==> src/rtl/clk_div_pkg.sv <==
// Shared types and constants for the clk_div_bank clock-enable generator.
package clk_div_pkg;

  localparam int unsigned DefCntW = 20;
  localparam logic [DefCntW-1:0] DefDiv = 20'h3D090;

  // Channel state is held at a fixed maximum width; narrower builds leave upper bits at zero.
  localparam int unsigned MaxCntW = 32;

  typedef struct packed {
    logic [MaxCntW-1:0] cnt;
    logic [MaxCntW-1:0] div;
    logic [MaxCntW-1:0] pend_div;
    logic               pend_v;
  } chan_state_t;

  function automatic int unsigned idx_w(input int unsigned n);
    return (n > 1) ? $clog2(n) : 1;
  endfunction

endpackage

==> src/rtl/clk_div_chan.sv <==
// One divider channel: counter, live/pending divisor, registered tick and clk_out.
// CLKDIV_SYNC_EN enables the sync realign input; otherwise sync_i is ignored.
module clk_div_chan
  import clk_div_pkg::*;
#(
  parameter int unsigned        CNT_W       = DefCntW,
  parameter logic [CNT_W-1:0]   DEFAULT_DIV = CNT_W'(DefDiv)
) (
  input  logic             clk_i,
  input  logic             reset_i,
  input  logic             en_i,
  input  logic             wr_i,
  input  logic [CNT_W-1:0] wr_div_i,
  input  logic             sync_i,
  output logic             tick_o,
  output logic             clk_out_o
);

  chan_state_t        st_q, st_d;
  logic               tick_q, tick_d;
  logic               clk_out_q, clk_out_d;
  logic [MaxCntW-1:0] pend_div_eff, new_div;
  logic               pend_v_eff;
  logic               restart;

`ifdef CLKDIV_SYNC_EN
  assign restart = sync_i | ~en_i;
`else
  logic unused_sync;
  assign unused_sync = sync_i;
  assign restart     = ~en_i;
`endif

  always_comb begin
    st_d      = st_q;
    tick_d    = 1'b0;
    clk_out_d = clk_out_q;

    // A write in this cycle counts as pending so a coincident reload picks it up.
    pend_div_eff  = wr_i ? MaxCntW'(wr_div_i) : st_q.pend_div;
    pend_v_eff    = wr_i | st_q.pend_v;
    new_div       = pend_v_eff ? pend_div_eff : st_q.div;
    st_d.pend_div = pend_div_eff;
    st_d.pend_v   = pend_v_eff;

    if (restart) begin
      st_d.cnt    = '0;
      st_d.div    = new_div;
      st_d.pend_v = 1'b0;
      clk_out_d   = 1'b0;
    end else if (st_q.cnt == st_q.div) begin
      st_d.cnt    = '0;
      st_d.div    = new_div;
      st_d.pend_v = 1'b0;
      tick_d      = 1'b1;
      clk_out_d   = ~clk_out_q;
    end else begin
      st_d.cnt    = st_q.cnt + MaxCntW'(1);
    end
  end

  always_ff @(posedge clk_i) begin
    if (reset_i) begin
      st_q      <= '{cnt: '0, div: MaxCntW'(DEFAULT_DIV), pend_div: '0, pend_v: 1'b0};
      tick_q    <= 1'b0;
      clk_out_q <= 1'b0;
    end else begin
      st_q      <= st_d;
      tick_q    <= tick_d;
      clk_out_q <= clk_out_d;
    end
  end

  assign tick_o    = tick_q;
  assign clk_out_o = clk_out_q;

endmodule

==> src/rtl/clk_div_bank.sv <==
// Multi-channel clock-enable generator: decodes divisor writes and fans out to channels.
// CLKDIV_SYNC_EN enables the sync input that realigns all channels.
module clk_div_bank
  import clk_div_pkg::*;
#(
  parameter int unsigned      NUM_CH      = 4,
  parameter int unsigned      CNT_W       = DefCntW,
  parameter logic [CNT_W-1:0] DEFAULT_DIV = CNT_W'(DefDiv)
) (
  input  logic                      CLK,
  input  logic                      reset,
  input  logic [NUM_CH-1:0]         ch_en,
  input  logic                      wr_en,
  input  logic [idx_w(NUM_CH)-1:0]  wr_ch,
  input  logic [CNT_W-1:0]          wr_div,
  input  logic                      sync,
  output logic [NUM_CH-1:0]         tick,
  output logic [NUM_CH-1:0]         clk_out
);

  localparam int unsigned IdxW = idx_w(NUM_CH);

  logic [NUM_CH-1:0] wr_sel;

  // Out-of-range indices match no channel and are dropped.
  always_comb begin
    wr_sel = '0;
    for (int i = 0; i < NUM_CH; i++) begin
      wr_sel[i] = wr_en && (wr_ch == IdxW'(i));
    end
  end

  for (genvar g = 0; g < NUM_CH; g++) begin : g_chan
    clk_div_chan #(
      .CNT_W       (CNT_W),
      .DEFAULT_DIV (DEFAULT_DIV)
    ) u_chan (
      .clk_i     (CLK),
      .reset_i   (reset),
      .en_i      (ch_en[g]),
      .wr_i      (wr_sel[g]),
      .wr_div_i  (wr_div),
      .sync_i    (sync),
      .tick_o    (tick[g]),
      .clk_out_o (clk_out[g])
    );
  end

endmodule
==> config.mk <==
export PLATFORM = sky130hd
export DESIGN_NAME = clk_div_bank
export DESIGN_NICKNAME = d
export VERILOG_FILES = /design/src/rtl/clk_div_pkg.sv /design/src/rtl/clk_div_chan.sv /design/src/rtl/clk_div_bank.sv
export SDC_FILE = /design/constraint.sdc
export NUM_CORES = 1
export LEC_CHECK = 0
export CORE_ASPECT_RATIO = 0.7
export CORE_MARGIN = 5
export CORE_UTILIZATION = 60
export CTS_CLUSTER_SIZE = 25
export DETAILED_ROUTE_END_ITERATION = 10
export GPL_TIMING_DRIVEN = 0
export PLACE_DENSITY_LB_ADDON = 0.25
export SLEW_MARGIN = 40
export SYNTH_ARGS = -nofsm -noshare
export SYNTH_HDL_FRONTEND = slang
export SYNTH_SLANG_ARGS = --single-unit
==> constraint.sdc <==
create_clock -name CLK -period 2.5 [get_ports CLK]
set_input_delay 0.625 -clock CLK [delete_from_list [all_inputs] [get_ports CLK]]
set_output_delay 0.625 -clock CLK [all_outputs]
set_load 0.1 [all_outputs]
# --- Yosys cells after proc, flatten, opt, wreduce, memory -nomap -nowiden ---
# Index checks and enable logic that the tools add are counted.
totals:
  output_inout_bits: 8
  wordCells: 84
  reg_bits: 396
op_classes:
  add_sub_neg: 4
  n_mux: 20
  n_eq_ne: 11
  reduce_logical: 13
  bitwise: 12
ops:
  columns: ["operator", "count"]
  rows:
  - ["2-to-1 mux 32 bit", 16]
  - ["adder 32 x 1 -> 32 bit (second input constant)", 4]
  - ["equality test 32 bit", 4]
  - ["OR reduction 3 bit", 4]
  - ["!= test 2 x 1 -> 1 bit (second input constant)", 4]
  - ["inverter 1 bit", 8]
  - ["OR reduction 2 bit", 4]
  - ["equality test 2 bit (second input constant)", 2]
  - ["logical AND 1 bit", 4]
  - ["2-to-1 mux 1 bit", 4]
  - ["bitwise OR 1 bit", 4]
  - ["equality test 2 x 1 -> 1 bit (second input constant)", 1]
  - ["logical NOT 2 bit", 1]

# --- Depth between registers and ports, before layout ---
logic_depth:
  word_depth: 6
  depth_mapped: 8
  depth_no_buf: 7

# --- Hierarchy ---
# Synthesis repeated with hierarchy kept, for this count alone.
unflattened:
  cells_unflattened: 2260
  hier_area_um2: 19301.0
modules_own_cells:
  columns: ["module", "n_inst", "area_each_um2", "cells_each"]
  rows:
  - ["clk_div_chan", 4, 4815.9, 564]
  - ["clk_div_bank", 1, 37.5, 4]

# --- Worst setup path before layout ---
# No wires, ideal clock.
synth_timing:
  path_kind: "flip-flop to flip-flop"
  startpoint: "register g_chan[1].u_chan.st_q[67] (netlist name)"
  endpoint: "register g_chan[1].u_chan.st_q[57] (netlist name)"
  synth_period_minus_slack_ns: 1.983
  setup_ns: 0.117
  n_path_buf: 2
  slack_ns: 0.517
  stages_incl_launch_ff: 9
  t_arrival_ns: 1.867
  path_cell_list: "dfxtp_1 > clkbuf_1 > xor2_1 > nor4_1 > nand4_1 > o21ai_2 > o21ai_1 > buf_2 > a22o_1"
synth_between:
  elab_chain_cells: 2
synth_rtl:
  columns: ["element", "line", "rtl"]
  rows:
  - ["start, declared", "clk_div_chan.sv:19", "chan_state_t st_q, st_d;"]
  - ["start signal, assigned", "clk_div_chan.sv:64", "st_q <= '{cnt: '0, div: MaxCntW'(DEFAULT_DIV), pend_div: '0, pend_v: 1'b0};"]
  - ["start signal, assigned", "clk_div_chan.sv:68", "st_q <= st_d;"]
  - ["equality test 32 bit", "clk_div_chan.sv:51", "end else if (st_q.cnt == st_q.div) begin"]
  - ["!= test 2 x 1 -> 1 bit (no source line)", null, null]
# No other way between the ends.
# A chain may end at the register's enable or synchronous reset.

# --- Worst setup path after layout ---
layout_timing:
  startpoint: "input reset"
  endpoint: "register g_chan[0].u_chan.st_q[10] (netlist name)"
layout_lines:
  columns: ["element", "line", "rtl"]
  rows:
  - ["start, declared", "clk_div_bank.sv:11", "input logic reset,"]
  - ["end signal, assigned", "clk_div_chan.sv:64", null]
  - ["end signal, assigned", "clk_div_chan.sv:68", null]
  - ["end, declared", "clk_div_chan.sv:19", null]
# No word-level cell between the ends.

==> metrics.txt <==
result of the run=complete, no violations; worst-skew pair later-pin latency=530 ps; reported leakage power=~7.3 nW; main flop type after synthesis=sky130_fd_sc_hd__dfxtp_1; max incr delay on CP=550 ps; fraction of final layout cells sized beyond drive strength 1=under 10%; Chip Height=approximately 140 µm; Worst-path clk slew=approximately 60 ps; maximum level of the CTS H-tree=2; slowest cell on the critical path=sky130_fd_sc_hd__clkdlybuf4s50_1; maximum number of pins on one net before global-route repair=17; Async SR Flop Fraction=0%; area of the core=24900 µm²; Worst path most repeated cell=sky130_fd_sc_hd__clkbuf_2; sequential-to-total area share from yosys stat=slightly above 50%; RSZ-0062 raised after global routing=yes; endpoint of the worst hold-timing path=g_chan[0].u_chan.st_q[53]; buffers plus inverters on the worst setup path=5; clock tree root buffer cell=sky130_fd_sc_hd__clkbuf_16; routed vias/inst=around 5.6; #FFs+latches synth=just under 400; GP Congestion=slightly below 0.9; worst-path maximum fanout=10; number of antenna cells inserted=0; First DRT Iteration DRCs=just under 900; arrival time at the worst endpoint=roughly 2900 ps; worst hold slack after final layout=approximately 450 ps; Mapped Avg Cell Area=around 10 µm²; setup violators final=0; Syn Nets=1536; PwrDens=between 700 and 800 nW/µm²; CTS tree=built; cell class contributing the biggest share of worst-path delay=buffers and inverters; kind of critical path=input port to register; die boundary width=between 200 and 250 µm; worst-case register-to-register setup slack=around 100 ps; nature of the critical path endpoint=register; final period utilization=slightly below 100%; synthesized area=~15000 µm²; length of the first detailed-routing pass in iterations=5; Min-Delay Path Class=register to register; total number of vias=between 10000 and 15000; CTS Buf Count=37; chain of cells forming the critical path=clkdlybuf4s50_1 > clkbuf_2 > buf_2 > clkbuf_2 > clkbuf_1 > nor2_1; final worst path period need=approximately 2500 ps; residual antenna-violating net count after detailed routing=0; start point of the worst hold path=g_chan[0].u_chan.st_q[21]; clock sinks=between 300 and 400; number of enable flip-flop cells after synthesis=0; overall track demand over capacity in global routing=23.5%; post-route clock skew=approximately 17 ps; count of cells along the worst hold path=1; residual DRC count=0; HPWL reported at the end of detailed placement=about 25 mm; I/O Buffers=36; Max Root-Sink Buffers=3; required time of the worst setup path=between 2000 and 3000 ps; cts-stage hold buffer count=0; Final Hold Vio Count=0; maximum achievable frequency=405 MHz; depth of the most critical reg-to-reg path=8; Routed WL per cell=approximately 18 µm; endpoint of the lowest-slack register-to-register path=g_chan[0].u_chan.st_q[38]; die area=about 29000 µm²; Non-Filler Cell Area, Final=between 15000 and 20000 µm²; largest voltage drop on the vdd net=between 0.6 and 0.7 mV; cell count after synthesis=1502; grt ovf=0; count of standard-cell rows=48; Post-DP Area=16000 µm²; number of antenna violations at the first check in global routing=1; aggregate routed wire length=approximately 34 mm; worst max-slew margin expressed relative to the limit=46.2%; max-slew violation count=0; transition time of the tightest slew-check pin=between 800 and 900 ps; Net count, final=between 1500 and 2000; first-pass GRT wire length=55.3 mm; count of boundary I/O pins=38; initial core utilization=between 60% and 70%; Area growth, synth to finish=13.2%; Setup crit start kind=input port; number of warnings reported in the yosys synthesis log=0; Yosys cell types=40; Max-cap violations=0; FF-to-FF Start=g_chan[0].u_chan.st_q[71]; via count of the first global-routing pass=approximately 10000
==> what timing repair did <==
item / 4_1_cts / 5_1_grt
endpoints found under the setup margin: 161 / 126
resized for setup: 7 / 27
endpoints found under the hold margin: 0 / 0
pin swaps: 0 / 4
buffers inserted: 0 / 1
==> how the worst max path moves through the flow <==
stage,startpoint,endpoint,slack (ps),cells after the start
after global placement,reset,g_chan[0].u_chan.st_q[1],-1310,6
after floorplan,g_chan[1].u_chan.st_q[67],g_chan[1].u_chan.st_q[57],520,8
after CTS,g_chan[1].u_chan.st_q[67],g_chan[1].u_chan.st_q[52],5,8
after detailed placement,reset,g_chan[1].u_chan.st_q[20],-1310,6
after global routing,reset,g_chan[2].u_chan.st_q[52],-30,7
final,reset,g_chan[0].u_chan.st_q[10],30,6
==> worst reg2reg max path, delay by kind of cell, from the launching register on <==
kind | cells | cell delay, ps
flip-flops | 1 | 430
XOR/XNOR | 1 | 110
buffers and inverters | 2 | 330
AO/OA/AOI/OAI | 2 | 510
AND/OR/NAND/NOR | 3 | 940
==> cell usage in the layout, fill, tap and decap left out, types with 4 or more instances in the layout <==
master | synthesis | layout
sky130_fd_sc_hd__nand2b_1 | 8 | 8
sky130_fd_sc_hd__buf_4 | 8 | 9
sky130_fd_sc_hd__clkbuf_2 | 0 | 12
sky130_fd_sc_hd__nor4_1 | 34 | 33
sky130_fd_sc_hd__a21oi_1 | 8 | 8
sky130_fd_sc_hd__clkinv_2 | 0 | 8
sky130_fd_sc_hd__ha_1 | 4 | 4
sky130_fd_sc_hd__and4_1 | 20 | 20
sky130_fd_sc_hd__o2bb2ai_1 | 50 | 50
sky130_fd_sc_hd__nor2_1 | 230 | 230
sky130_fd_sc_hd__clkbuf_1 | 47 | 39
sky130_fd_sc_hd__clkdlybuf4s50_1 | 0 | 28
sky130_fd_sc_hd__clkbuf_8 | 0 | 6
sky130_fd_sc_hd__xor2_1 | 205 | 205
sky130_fd_sc_hd__and3_1 | 28 | 28
sky130_fd_sc_hd__xnor2_1 | 41 | 41
sky130_fd_sc_hd__a22o_1 | 48 | 48
sky130_fd_sc_hd__dfxtp_1 | 396 | 396
sky130_fd_sc_hd__o21ai_0 | 8 | 6
sky130_fd_sc_hd__nand2_1 | 47 | 47
sky130_fd_sc_hd__and2_1 | 61 | 61
sky130_fd_sc_hd__o21ai_2 | 4 | 4
sky130_fd_sc_hd__o21a_1 | 4 | 4
sky130_fd_sc_hd__mux2i_1 | 80 | 80
sky130_fd_sc_hd__buf_1 | 7 | 6
sky130_fd_sc_hd__nor3_1 | 8 | 8
sky130_fd_sc_hd__nand4_1 | 30 | 30
sky130_fd_sc_hd__a2bb2oi_1 | 28 | 28
sky130_fd_sc_hd__inv_1 | 7 | 7
sky130_fd_sc_hd__buf_2 | 9 | 18
sky130_fd_sc_hd__nand3_1 | 42 | 42
sky130_fd_sc_hd__or3_1 | 6 | 6
sky130_fd_sc_hd__clkbuf_16 | 0 | 37
sky130_fd_sc_hd__nor2b_1 | 9 | 9
==> through the flow <==
stage,util [%],std cells,worst slack (ps),TNS [ps],power [mW]
after floorplan,-,1502,517,0,6.91
after CTS,69.4,1928,4.93,0,12.7
final,69.6,1926,31.1,0,12.6
after detailed placement,64.5,1863,-1310,-192450,7.13
after global placement,64.6,1863,-1310,-189400,7.11
after global routing,69.6,1926,-29.4,-62.6,13.1
==> state kept, by name, indices dropped and copies added (netlist names) <==
| register | cells |
|---|---|
| g_chan.u_chan.st_q | 388 |
| g_chan.u_chan.clk_out_o | 4 |
| g_chan.u_chan.tick_o | 4 |
==> power by group <==
part / switching [mW] / leakage (nW) / internal (mW)
combinational: 0.344 / 3.47 / 0.209
clock: 2.39 / 0.593 / 3.23
sequential: 0.0543 / 3.20 / 6.40
total: 2.79 / 7.27 / 9.84
==> Yosys cell counts (34+ instances only) <==
cell | n | area share, %
sky130_fd_sc_hd__a22o_1 | 48 | 2.7
sky130_fd_sc_hd__and2_1 | 61 | 2.5
sky130_fd_sc_hd__clkbuf_1 | 47 | 1.2
sky130_fd_sc_hd__dfxtp_1 | 396 | 52
sky130_fd_sc_hd__mux2i_1 | 80 | 5.2
sky130_fd_sc_hd__nand2_1 | 47 | 1.2
sky130_fd_sc_hd__nand3_1 | 42 | 1.4
sky130_fd_sc_hd__nor2_1 | 230 | 5.6
sky130_fd_sc_hd__nor4_1 | 34 | 1.4
sky130_fd_sc_hd__o2bb2ai_1 | 50 | 2.9
sky130_fd_sc_hd__xnor2_1 | 41 | 2.3
sky130_fd_sc_hd__xor2_1 | 205 | 12
==> metal layers <==
| metal | up-vias | wire length, µm | track usage, % |
|---|---|---|---|
| met5 | - | 106 | 2.60 |
| met4 | 2 | 554 | 5.75 |
| met3 | 55 | 2200 | 4.78 |
| met2 | 263 | 13600 | 33.5 |
| met1 | 5180 | 17400 | 36.3 |
| li1 | 5325 | - | - |
==> area by class of cell <==
type / count / area, µm²
plain buffers: 71 / 347
clock buffers: 50 / 1030
clock inverters: 15 / 170
fillers: 1936 / 7550
inverters: 7 / 26.3
multi-input cells: 1025 / 7080
flip-flops and latches: 396 / 7930
well taps: 325 / 407
repair buffers: 37 / 328
==> cell families (layout without fill, tap and decap cells) <==
group                      after synthesis  in the layout  synth area share [%]
AOI/OAI and AO/OA                      162            162                  8.85
xor gates and xnor gates               246            246                  14.1
adders and majority gates                4              4                 0.327
buffers and inverters                   81            180                  2.40
DFF                                    396            396                  51.8
muxes                                   80             80                  5.23
and+or+nand+nor                        533            533                  17.3
Note: power is estimated with default switching activity, not from simulation.
